$ cat config.mk
export PLATFORM = sky130hd
export DESIGN_NAME = uart_tx_cfg
export DESIGN_NICKNAME = d
export VERILOG_FILES = /design/src/rtl/uart_pkg.sv /design/src/rtl/wbit_fifo.sv /design/src/rtl/uart_tx_cfg.sv
export SDC_FILE = /design/constraint.sdc
export NUM_CORES = 1
export LEC_CHECK = 0
export ABC_AREA = 1
export BUFFER_PORTS_ARGS = -buffer_cell sky130_fd_sc_hd__buf_2
export CAP_MARGIN = 25
export CORE_MARGIN = 5
export CORE_UTILIZATION = 53
export CTS_BUF_LIST = sky130_fd_sc_hd__clkbuf_4 sky130_fd_sc_hd__clkbuf_8
export CTS_CLUSTER_DIAMETER = 80
export DETAILED_ROUTE_END_ITERATION = 16
export GPL_ROUTABILITY_DRIVEN = 0
export PLACE_DENSITY = 0.71
export SYNTH_ARGS = -nofsm -noshare
export SYNTH_HDL_FRONTEND = slang
export SYNTH_HIERARCHICAL = 1
export SYNTH_SLANG_ARGS = --single-unit
export TNS_END_PERCENT = 5
$ cat constraint.sdc
create_clock -name clk_i -period 9.35 [get_ports clk_i]
set_input_delay 2.805 -clock clk_i [delete_from_list [all_inputs] [get_ports clk_i]]
set_output_delay 2.805 -clock clk_i [all_outputs]
set_load 0.05 [all_outputs]
$ cat src/rtl/uart_pkg.sv
// Shared types and limits for the configurable UART transmitter.
package uart_pkg;

  typedef enum logic [1:0] {
    PAR_NONE = 2'b00,
    PAR_EVEN = 2'b01,
    PAR_ODD  = 2'b10,
    PAR_MARK = 2'b11
  } parity_e;

  typedef enum logic [2:0] {
    ST_IDLE,
    ST_START,
    ST_DATA,
    ST_PARITY,
    ST_STOP,
    ST_BREAK
  } tx_state_e;

  localparam int MIN_DATA_BITS = 5;
  localparam int MAX_DATA_BITS = 9;

endpackage

$ cat src/rtl/wbit_fifo.sv
// Show-ahead FIFO: rdata always presents the oldest entry, writes to a full FIFO are ignored.
module wbit_fifo #(
  parameter int DATA_WIDTH = 8,
  parameter int FIFO_DEPTH = 16
) (
  input  logic                  clk,
  input  logic                  rst,
  input  logic                  we,
  input  logic [DATA_WIDTH-1:0] wdata,
  input  logic                  re,
  output logic [DATA_WIDTH-1:0] rdata,
  output logic                  empty,
  output logic                  full
);

  localparam int AW = $clog2(FIFO_DEPTH);

  logic [DATA_WIDTH-1:0] mem [FIFO_DEPTH];
  logic [AW:0]           wr_ptr;
  logic [AW:0]           rd_ptr;
  logic                  wr_ok;
  logic                  rd_ok;

  assign wr_ok = we && !full;
  assign rd_ok = re && !empty;

  // Extra pointer MSB distinguishes full from empty when the indices match.
  assign empty = (wr_ptr == rd_ptr);
  assign full  = (wr_ptr[AW] != rd_ptr[AW]) && (wr_ptr[AW-1:0] == rd_ptr[AW-1:0]);
  assign rdata = mem[rd_ptr[AW-1:0]];

  always_ff @(posedge clk or posedge rst) begin
    if (rst) begin
      wr_ptr <= '0;
      rd_ptr <= '0;
    end else begin
      if (wr_ok) wr_ptr <= wr_ptr + 1'b1;
      if (rd_ok) rd_ptr <= rd_ptr + 1'b1;
    end
  end

  always_ff @(posedge clk) begin
    if (wr_ok) mem[wr_ptr[AW-1:0]] <= wdata;
  end

endmodule

$ cat src/rtl/uart_tx_cfg.sv
// Configurable UART transmitter: 5..DATA_WIDTH data bits, optional parity, 1/2 stop bits,
// break generation, buffered through a FIFO with occupancy and overflow reporting.
module uart_tx_cfg #(
  parameter int DATA_WIDTH = 8,
  parameter int FIFO_DEPTH = 16,
  parameter int LVL_W      = $clog2(FIFO_DEPTH) + 1
) (
  input  logic                  clk_i,
  input  logic                  rst_ni,
  input  logic [15:0]           baud_div_i,
  input  logic [3:0]            data_bits_i,
  input  logic [1:0]            parity_i,
  input  logic                  stop2_i,
  input  logic                  tx_en_i,
  input  logic                  brk_i,
  input  logic                  tx_we_i,
  input  logic [DATA_WIDTH-1:0] din_i,
  output logic                  tx_o,
  output logic                  busy_o,
  output logic                  done_o,
  output logic                  ovf_o,
  output logic                  empty_o,
  output logic                  full_o,
  output logic [LVL_W-1:0]      level_o
);

  import uart_pkg::*;

  tx_state_e             state, state_nx;
  logic [15:0]           baud_cnt, baud_nx;
  logic [15:0]           p_q, p_nx, p_in;
  logic [3:0]            bit_cnt, bit_nx;
  logic [3:0]            n_q;
  logic                  stop_cnt, stop_nx;
  logic                  brk_stop, brk_stop_nx;
  logic                  baud_last;
  logic                  pop;
  logic                  tx, tx_nx;
  logic                  done, done_nx;
  logic                  ovf;
  logic [LVL_W-1:0]      level;
  logic [DATA_WIDTH-1:0] data_q, data_sh, fifo_rdata;
  parity_e               par_q;
  logic                  stop2_q;
  logic                  fifo_empty, fifo_full, fifo_rst, wr_ok;

  function automatic logic [3:0] clamp_bits(input logic [3:0] d);
    if (int'(d) < MIN_DATA_BITS || int'(d) > DATA_WIDTH) return 4'(DATA_WIDTH);
    return d;
  endfunction

  // Only the n transmitted bits take part in the parity.
  function automatic logic parity_bit(input logic [DATA_WIDTH-1:0] d,
                                      input logic [3:0] n, input parity_e par);
    logic [DATA_WIDTH-1:0] m;
    for (int i = 0; i < DATA_WIDTH; i++) m[i] = (i < int'(n));
    case (par)
      PAR_EVEN: return ^(d & m);
      PAR_ODD:  return ~^(d & m);
      default:  return 1'b1;
    endcase
  endfunction

  assign fifo_rst = ~rst_ni;
  assign wr_ok    = tx_we_i && !fifo_full;

  wbit_fifo #(
    .DATA_WIDTH (DATA_WIDTH),
    .FIFO_DEPTH (FIFO_DEPTH)
  ) u_fifo (
    .clk   (clk_i),
    .rst   (fifo_rst),
    .we    (tx_we_i),
    .wdata (din_i),
    .re    (pop),
    .rdata (fifo_rdata),
    .empty (fifo_empty),
    .full  (fifo_full)
  );

  assign p_in      = (baud_div_i == 16'd0) ? 16'd1 : baud_div_i;
  assign baud_last = (baud_cnt == p_q - 16'd1);

  always_comb begin
    state_nx    = state;
    baud_nx     = baud_cnt + 16'd1;
    bit_nx      = bit_cnt;
    stop_nx     = stop_cnt;
    brk_stop_nx = brk_stop;
    p_nx        = p_q;
    pop         = 1'b0;
    case (state)
      ST_IDLE: begin
        baud_nx = 16'd0;
        if (brk_i) begin
          state_nx = ST_BREAK;
          p_nx     = p_in;
        end else if (tx_en_i && !fifo_empty) begin
          pop      = 1'b1;
          p_nx     = p_in;
          state_nx = ST_START;
        end
      end
      ST_START: begin
        if (baud_last) begin
          baud_nx  = 16'd0;
          bit_nx   = 4'd0;
          state_nx = ST_DATA;
        end
      end
      ST_DATA: begin
        if (baud_last) begin
          baud_nx = 16'd0;
          if (bit_cnt == n_q - 4'd1) begin
            state_nx    = (par_q != PAR_NONE) ? ST_PARITY : ST_STOP;
            stop_nx     = 1'b0;
            brk_stop_nx = 1'b0;
          end else begin
            bit_nx = bit_cnt + 4'd1;
          end
        end
      end
      ST_PARITY: begin
        if (baud_last) begin
          baud_nx     = 16'd0;
          state_nx    = ST_STOP;
          stop_nx     = 1'b0;
          brk_stop_nx = 1'b0;
        end
      end
      ST_STOP: begin
        if (baud_last) begin
          baud_nx = 16'd0;
          if (!stop_cnt && stop2_q && !brk_stop) begin
            stop_nx = 1'b1;
          end else if (brk_i) begin
            state_nx = ST_BREAK;
            p_nx     = p_in;
          end else if (tx_en_i && !fifo_empty) begin
            pop      = 1'b1;
            p_nx     = p_in;
            state_nx = ST_START;
          end else begin
            state_nx = ST_IDLE;
          end
        end
      end
      ST_BREAK: begin
        baud_nx = 16'd0;
        if (!brk_i) begin
          state_nx    = ST_STOP;
          stop_nx     = 1'b0;
          brk_stop_nx = 1'b1;
        end
      end
      default: begin
        state_nx = ST_IDLE;
        baud_nx  = 16'd0;
      end
    endcase
  end

  assign data_sh = data_q >> bit_nx;

  always_comb begin
    case (state_nx)
      ST_START, ST_BREAK: tx_nx = 1'b0;
      ST_DATA:            tx_nx = data_sh[0];
      ST_PARITY:          tx_nx = parity_bit(data_q, n_q, par_q);
      default:            tx_nx = 1'b1;
    endcase
  end

  // done is registered, so it is raised on the edge that enters the last stop clock.
  assign done_nx = (state_nx == ST_STOP) && !brk_stop_nx && (stop_nx == stop2_q) &&
                   (baud_nx == p_nx - 16'd1);

  always_ff @(posedge clk_i or negedge rst_ni) begin
    if (!rst_ni) begin
      state    <= ST_IDLE;
      baud_cnt <= 16'd0;
      bit_cnt  <= 4'd0;
      stop_cnt <= 1'b0;
      brk_stop <= 1'b0;
      p_q      <= 16'd1;
      tx       <= 1'b1;
      done     <= 1'b0;
    end else begin
      state    <= state_nx;
      baud_cnt <= baud_nx;
      bit_cnt  <= bit_nx;
      stop_cnt <= stop_nx;
      brk_stop <= brk_stop_nx;
      p_q      <= p_nx;
      tx       <= tx_nx;
      done     <= done_nx;
    end
  end

  // Frame word and format are captured together at the pop and held for the whole frame.
  always_ff @(posedge clk_i) begin
    if (pop) begin
      data_q  <= fifo_rdata;
      n_q     <= clamp_bits(data_bits_i);
      par_q   <= parity_e'(parity_i);
      stop2_q <= stop2_i;
    end
  end

  always_ff @(posedge clk_i or negedge rst_ni) begin
    if (!rst_ni) begin
      level <= '0;
      ovf   <= 1'b0;
    end else begin
      ovf <= tx_we_i && fifo_full;
      if (wr_ok && !pop)      level <= level + LVL_W'(1);
      else if (pop && !wr_ok) level <= level - LVL_W'(1);
    end
  end

  assign tx_o    = tx;
  assign busy_o  = (state != ST_IDLE);
  assign done_o  = done;
  assign ovf_o   = ovf;
  assign empty_o = fifo_empty;
  assign full_o  = fifo_full;
  assign level_o = level;

endmodule
==> impl_metrics.ini, run 1 <==
[global_route]
antenna_found_initial = 0
grt_pass1_wl_mm = 48.49
grt_max_degree = 69
track_usage_pct = 23.18
globalRouteOverflowTotal = 0
first_global_vias = 9444

[cts]
cts.sinks = 202
clk_latency_ns = 0.54
clock_path_buffers = 3
cts_buffers = 37
cts_resized = 0
cts_tree = yes
h-tree-depth = 2
cts_hold_buf = 0
path_clk_slew_ns = 0.06
root_buffer = clkbuf_8
post_cts_buffers = 0

[yosys]
synth_edf_count = 143
netlist_area_mm2 = 0.01183
synth_nets = 1517
synth-xor-area-share_pct = 2.814
syn_inst = 1461
ys.flop_type = edfxtp_1
synth_top_family_by_area = simple AND/OR/NAND/NOR gates
synth-async-reset-ratio_pct = 29.21
yosysWarnings = 6
synth.distinct_cells = 48
ys_ff_latch = 202
muxShareOfSynthArea_pct = 0
synth_compound_area_share_pct = 6.939
yosys.area_share.adder_pct = 2.179
synth-simple-area-share_pct = 32.21
avgSynthCellArea_um2 = 8.096
ys_seq_area_share_pct = 48.80

[power]
fin_total_pwr_mw = 4.020
p_leak_nw = 5.900
ir_drop_uv = 163.0
powerDensity_mw_per_mm2 = 308.0

[finish]
antenna_cells = 0
instances_no_fill = 1821
final_cell_mix = nand2_1, nor2_1, inv_1, edfxtp_1, nand3_1
drive_gt1_share_pct = 14.80
layout_commonest_cell = nand2_1
area_growth_pct = 10.32
fin_nets = 1571

[status]
status = finished, final reports clean

[routing]
drt-initial-drc-count = 1098
wl_per_cell_um = 16.42
drtAntennaViolNets = 0
drt-vias-per-instance = 5.392
drtPass1Iterations = 5
wl_mm = 29.90
dr_total_vias = 9819
drc_errors = 0

[worst_setup_path]
criticalPathCategory = input port to flip-flop
cp.required_ns = 9.81
worstPathArrival_ns = 6.12
crit_top_cell = nand3_1
slowest_stage = nand2_1
critPathMaxStageDelay_ns = 0.78
worstSetupStartpointType = input port
end_kind = flip-flop
crit_chain = buf_2 > inv_1 > nor2_1 > inv_1 > nand2_1 > o21ai_0 > nand2_1 > o21ai_0 > nand3_1 > nand3_1 > nand2_1 > nand2_2 > ha_1 > o21bai_1 > nand3_1 > nor2_1 > nand3_1 > nor2_1 > nand3_1 > nor2_1 > nand3_1 > nor2_1
rrSetupSlack_ns = 4.25
critPathMaxFanout = 33

[floorplan]
fp.dieW_um = 159.4
row_count = 54
dieArea_mm2 = 0.02541
die_y_um = 159.4
io_pins = 47
initial_core_util_pct = 54.04
fp.coreArea_mm2 = 0.02189

[sta]
finalClockSkew_ns = 0.01946
final-max-slew-violation-count = 0
grt_setup_unrepaired = false
period_minus_slack_ns = 5.665
report.final.setup_viol = 0
period_share_pct = 60.58
fin_setup_tns_ns = 0
fmax_mhz = 176.5
slew_headroom_pct = 32.34
hold_viol = 0
worst_pin_slew_ns = 1.012

[place]
dp.cells = 1756
portBuffers = 46
dp_hpwl_mm = 20.60

[hold_path]
hold_class = flip-flop to flip-flop

[job]
max_cap_violations = 0
## kinds of logic (layout without fill, tap and decap cells)
group / Yosys count / in the layout
AND/OR/NAND/NOR: 844 / 844
buffers and inverters: 205 / 285
flip-flops: 202 / 202
AO/OA/AOI/OAI: 152 / 152
XOR/XNOR: 38 / 38
adder cells (fa/ha/maj): 20 / 20
## sequential cells by signal, indices dropped and copies added, names as in the netlist
name and flops:
ovf_o 1, u_fifo/rd_ptr 5, brk_stop 1, data_q 8, bit_cnt 4, state 3
u_fifo/wr_ptr 5, level_o 5, par_q 2, p_q 16, u_fifo/mem 128, stop2_q 1
baud_cnt 16, done_o 1, tx_o 1, n_q 4, stop_cnt 1
## worst max-delay path: cells and delay by family
kind                       cells  cell delay, ns
buffers and inverters          3            0.27
and+or+nand+nor               15            2.29
AOI/OAI and AO/OA              3            0.44
adders and majority gates      1            0.31
## synth_stat cells (all sizes together) (13+ instances only)
cell type	instances	area (um^2)
nand2	438	1734
nor2	229	1031
inv	161	604.3
edfxtp	143	4294
nand3	138	793.3
o21ai	111	555.5
dfrtp	57	1426
xor2	27	236.5
buf	26	161.4
ha	19	237.7
a21oi	17	85.08
clkbuf	13	48.80
## power breakdown
group / switching (mW) / internal [mW] / leakage, nW
clock network: 0.369 / 0.513 / 0.415
registers: 0.110 / 1.11 / 2.06
logic: 1.35 / 0.576 / 3.43
total: 1.82 / 2.20 / 5.90
## stage by stage
| stage | cell area, um^2 | worst slack (ns) | util, % | hold slack [ns] |
|---|---|---|---|---|
| after floorplan | 11830 | 3.374 | - | 0.4810 |
| after global placement | 12270 | 3.343 | 56.05 | 0.4520 |
| after detailed placement | 12270 | 3.249 | 56.05 | 0.4514 |
| after CTS | 13050 | 3.769 | 59.61 | 0.4632 |
| after global routing | 13050 | 3.312 | 59.61 | 0.4844 |
| final | 13050 | 3.685 | 59.61 | 0.4606 |
## routing by layer
metal | track usage [%] | routed length, um
met5 | 0 | 0
met2 | 38.01 | 14150
met1 | 31.01 | 12860
met3 | 4.530 | 2109
met4 | 7.949 | 787
## final timing paths
path,end,start,depth (start not counted)
worst max-delay path,done_o,tx_en_i,22
worst min-delay path,level_o[4],level_o[4],1
worst max register to register,done_o,u_fifo/rd_ptr[1],28
worst min register to register,level_o[4],level_o[4],1
max in group asynchronous,u_fifo/rd_ptr[0],rst_ni,4
min in group asynchronous,stop_cnt,rst_ni,2
## layout make-up
type,instances,area [um^2]
Clock buffer,52,659.4
Clock inverter,13,120.1
Sequential cell,202,5774
Fill cell,1978,8841
Inverter,166,624.3
Multi-Input combinational cell,1054,5231
Tap cell,280,350.3
Timing Repair Buffer,54,290.3
Note: power is estimated with default switching activity, not from simulation.
==> run 2, diff against run 1 <==
==> constraint.sdc (replaced) <==
create_clock -name clk_i -period 5.5 [get_ports clk_i]
set_input_delay 1.65 -clock clk_i [delete_from_list [all_inputs] [get_ports clk_i]]
set_output_delay 1.65 -clock clk_i [all_outputs]
set_load 0.05 [all_outputs]
==> impl_metrics.ini, run 2 (synthesis results as in run 1) <==
[status]
status = finished, final reports clean

[power]
powerDensity_mw_per_mm2 = 513.8
ir_drop_uv = 402.7
p_leak_nw = 5.864

[routing]
drt-vias-per-instance = 5.361
dr.max_layer_used = met4
met3_length_mm = 2.258
drc_errors = 0
met1_length_mm = 12.85
dr_wl_met2_mm = 13.21
wl_per_cell_um = 16.00
dr_total_vias = 9779
drt-initial-drc-count = 821
drtPass1Iterations = 6
wl_mm = 29.18
drtAntennaViolNets = 0

[sta]
finalClockSkew_ns = 0.03288
whs_ns = 0.4828
grt_setup_unrepaired = false
period_minus_slack_ns = 4.300
hold_viol = 0
fmax_mhz = 232.6
fin_setup_tns_ns = 0
worst_pin_slew_ns = 0.8441
slew_headroom_pct = 43.52
final-max-slew-violation-count = 0
report.final.setup_viol = 0
period_share_pct = 78.18

[worst_setup_path]
worstPathArrival_ns = 4.72
critPathMaxFanout = 7
cp.required_ns = 5.92
crit_top_cell = nand2_1
criticalPathCategory = flip-flop to flip-flop
cpLargestDelayFamily = simple AND/OR/NAND/NOR gates
critPathMaxStageDelay_ns = 0.57
critPathBufInv = 6
worstSetupStartpointType = flip-flop
slowest_stage = dfstp_2
end_kind = flip-flop

[finish]
area_growth_pct = 9.826
drive_gt1_share_pct = 14.44
final_cell_mix = nand2_1, nor2_1, inv_1, edfxtp_1, nand3_1
antenna_cells = 0
fin_util_pct = 59.35
fin_nets = 1573
largest_reg_flops = 128
instances_no_fill = 1824
nFillCells = 1997
layout_commonest_cell = nand2_1

[floorplan]
dieArea_mm2 = 0.02541
io_pins = 47
die_y_um = 159.4
fp.dieW_um = 159.4
initial_core_util_pct = 54.04
row_count = 54
fp.coreArea_mm2 = 0.02189

[job]
max_cap_violations = 0

[cts]
clock_path_buffers = 3
cts_resized = 0
path_clk_slew_ns = 0.06
root_buffer = clkbuf_8
h-tree-depth = 2
cts_tree = yes
post_cts_buffers = 0
clk_latency_ns = 0.55
cts_hold_buf = 0
cts.sinks = 202
cts_buffers = 36

[hold_path]
hold_class = flip-flop to flip-flop

[global_route]
track_usage_pct = 22.50
globalRouteOverflowTotal = 0
grt_max_degree = 66
first_global_vias = 9088
antenna_found_initial = 0
grt_pass1_wl_mm = 46.80

[place]
portBuffers = 46
dp.cells = 1759
dp_hpwl_mm = 20.53
run 2: worst paths after layout:
kind | from | to | slack, ns | cells past startpoint
max | p_q[0] | level_o[4] | 1.20 | 28
min | level_o[4] | level_o[4] | 0.48 | 1
max reg2reg | p_q[0] | level_o[4] | 1.20 | 28
min reg2reg | level_o[4] | level_o[4] | 0.48 | 1
max in group asynchronous | rst_ni | u_fifo/rd_ptr[0] | 3.42 | 4
min in group asynchronous | rst_ni | p_q[1] | 1.02 | 1
run 2: report_power, final:
group | switching [mW] | internal (mW) | leakage (nW)
Sequential | 0.215 | 1.88 | 2.06
Combinational | 2.25 | 0.981 | 3.44
Clock | 0.628 | 0.719 | 0.365
Total | 3.09 | 3.58 | 5.86
run 2: routing by layer:
layer / vias up / track usage, %
met2: 359 / 35.84
li1: 4868 / -
met4: 0 / 6.941
met3: 64 / 5.229
met5: - / 0
met1: 4488 / 30.82
run 2: stage by stage:
step	power (mW)	area [um^2]	setup slack (ns)
after CTS	6.682	12990	1.257
final	6.674	12990	1.200
after global placement	5.267	12290	1.119
after global routing	7.183	12990	0.8739
after detailed placement	5.317	12290	1.114
after floorplan	4.553	11830	0.5075
run 2: cell type report:
| cell class | instances | area (um^2) | share of cell area (%) |
|---|---|---|---|
| Timing Repair Buffer | 57 | 312.8 | 2.408 |
| Multi-Input combinational cell | 1054 | 5231 | 40.27 |
| Tap cell | 280 | 350.3 | 2.697 |
| Sequential cell | 202 | 5774 | 44.45 |
| Inverter | 166 | 624.3 | 4.806 |
| Clock buffer | 49 | 599.3 | 4.613 |
| Clock inverter | 16 | 98.84 | 0.7609 |
==> run 3, diff against run 2 <==
==> constraint.sdc (replaced) <==
create_clock -name clk_i -period 4.4 [get_ports clk_i]
set_input_delay 1.32 -clock clk_i [delete_from_list [all_inputs] [get_ports clk_i]]
set_output_delay 1.32 -clock clk_i [all_outputs]
set_load 0.05 [all_outputs]
==> impl_metrics.ini, run 3 (synthesis results as in run 1) <==
[worst_setup_path]
worstSetupStartpointType = flip-flop
cp.required_ns = 4.82
criticalPathCategory = flip-flop to flip-flop
startpoint = p_q[1]
rr_startpoint = p_q[1]
critPathMaxFanout = 6
end_kind = flip-flop
worstPathArrival_ns = 4.44

[routing]
wl_mm = 29.86
drt-vias-per-instance = 5.402
drt-initial-drc-count = 770
dr_total_vias = 9896
drtAntennaViolNets = 0
drc_errors = 0
drtPass1Iterations = 7
wl_per_cell_um = 16.30

[sta]
period_minus_slack_ns = 4.019
final-max-slew-violation-count = 0
period_share_pct = 91.35
slew_headroom_pct = 47.10
fmax_mhz = 248.8
worst_pin_slew_ns = 0.7906
finalClockSkew_ns = 0.01661
report.final.setup_viol = 0
grt_setup_unrepaired = false
hold_viol = 0
whs_ns = 0.4869
fin_setup_tns_ns = 0

[finish]
instances_no_fill = 1832
layout_commonest_cell = nand2_1
final_cell_mix = nand2_1, nor2_1, inv_1, edfxtp_1, nand3_1
fin_nets = 1582
area_growth_pct = 10.86
largest_reg_flops = 128
antenna_cells = 0
drive_gt1_share_pct = 15.59

[cts]
cts_tree = yes
root_buffer = clkbuf_8
clk_latency_ns = 0.54
h-tree-depth = 2
path_clk_slew_ns = 0.06
clock_path_buffers = 3
cts.sinks = 202
cts_buffers = 37

[floorplan]
fp.coreArea_mm2 = 0.02189
die_y_um = 159.4
initial_core_util_pct = 54.04
io_pins = 47
dieArea_mm2 = 0.02541
fp.dieW_um = 159.4
row_count = 54

[power]
powerDensity_mw_per_mm2 = 648.5
p_leak_nw = 5.938
ir_drop_uv = 440.9
fin_total_pwr_mw = 8.504

[global_route]
grt_max_degree = 66
antenna_found_initial = 0
globalRouteOverflowTotal = 0
first_global_vias = 9302
grt_pass1_wl_mm = 48.33
track_usage_pct = 23.17

[place]
dp.cells = 1766
dp_hpwl_mm = 21.29
portBuffers = 46

[hold_path]
min_from = level_o[4]
hold_class = flip-flop to flip-flop

[job]
max_cap_violations = 0

[status]
status = finished, final reports clean
-- run 3: final timing paths --
path | endpoint | slack (ns) | cells past startpoint
min | level_o[4] | 0.49 | 1
min in group asynchronous | baud_cnt[10] | 0.75 | 1
max | level_o[4] | 0.38 | 26
max reg2reg | level_o[4] | 0.38 | 26
max in group asynchronous | u_fifo/rd_ptr[0] | 2.92 | 3
min reg2reg | level_o[4] | 0.49 | 1
-- run 3: stage by stage --
step	instance area [um^2]	util, %	worst slack (ns)
after CTS	13100	59.85	0.3436
after floorplan	11830	-	0.05158
after global placement	12350	56.42	0.4013
after global routing	13110	59.91	0.05972
after detailed placement	12350	56.42	0.3435
final	13110	59.91	0.3806
-- run 3: timing repair --
| action | in CTS | in global routing |
|---|---|---|
| buffers inserted | 0 | 1 |
| endpoints found under the hold margin | 0 | 0 |
| resized for setup | 0 | 3 |
| endpoints found under the setup margin | 0 | 1 |
| hold buffers | 0 | 0 |
-- run 3: final cells by class --
type	count	area, um^2
clock inverters	18	158.9
inverters	166	624.3
well taps	280	350.3
clock buffers	47	590.6
flip-flops and latches	202	5774
multi-input cells	1054	5243
fillers	1953	8777
repair buffers	65	372.9
-- run 3: report_power, final --
group	internal (mW)	switching [mW]	total, mW
combinational	1.26	2.86	4.12
clock	1.01	0.790	1.80
sequential	2.35	0.231	2.58
-- run 3: metal layers --
layer / share of wire (%) / GRT usage (%)
met4: 2.9 / 8.104
met2: 46 / 36.74
met3: 7.0 / 4.323
met1: 44 / 32.18
met5: 0 / 0
-- run 3: critical path, cell delays in order, from the launching register on --
cell,delay [ns]
dfrtp_1,0.41
inv_1,0.14
ha_2,0.26
nand2_2,0.08
nor2_2,0.21
nand3_1,0.12
nand3_1,0.16
nand2_1,0.08
nor2_1,0.09
nand2_1,0.10
nor2_4,0.17
nand2_2,0.12
inv_1,0.08
nand2_1,0.06
nand2_1,0.11
nand2_1,0.11
nor3_4,0.29
inv_1,0.07
ha_1,0.23
inv_2,0.10
ha_1,0.26
a21o_1,0.19
a21oi_1,0.16
nand2_1,0.07
nand2_1,0.06
nor2_1,0.04
xor2_1,0.13
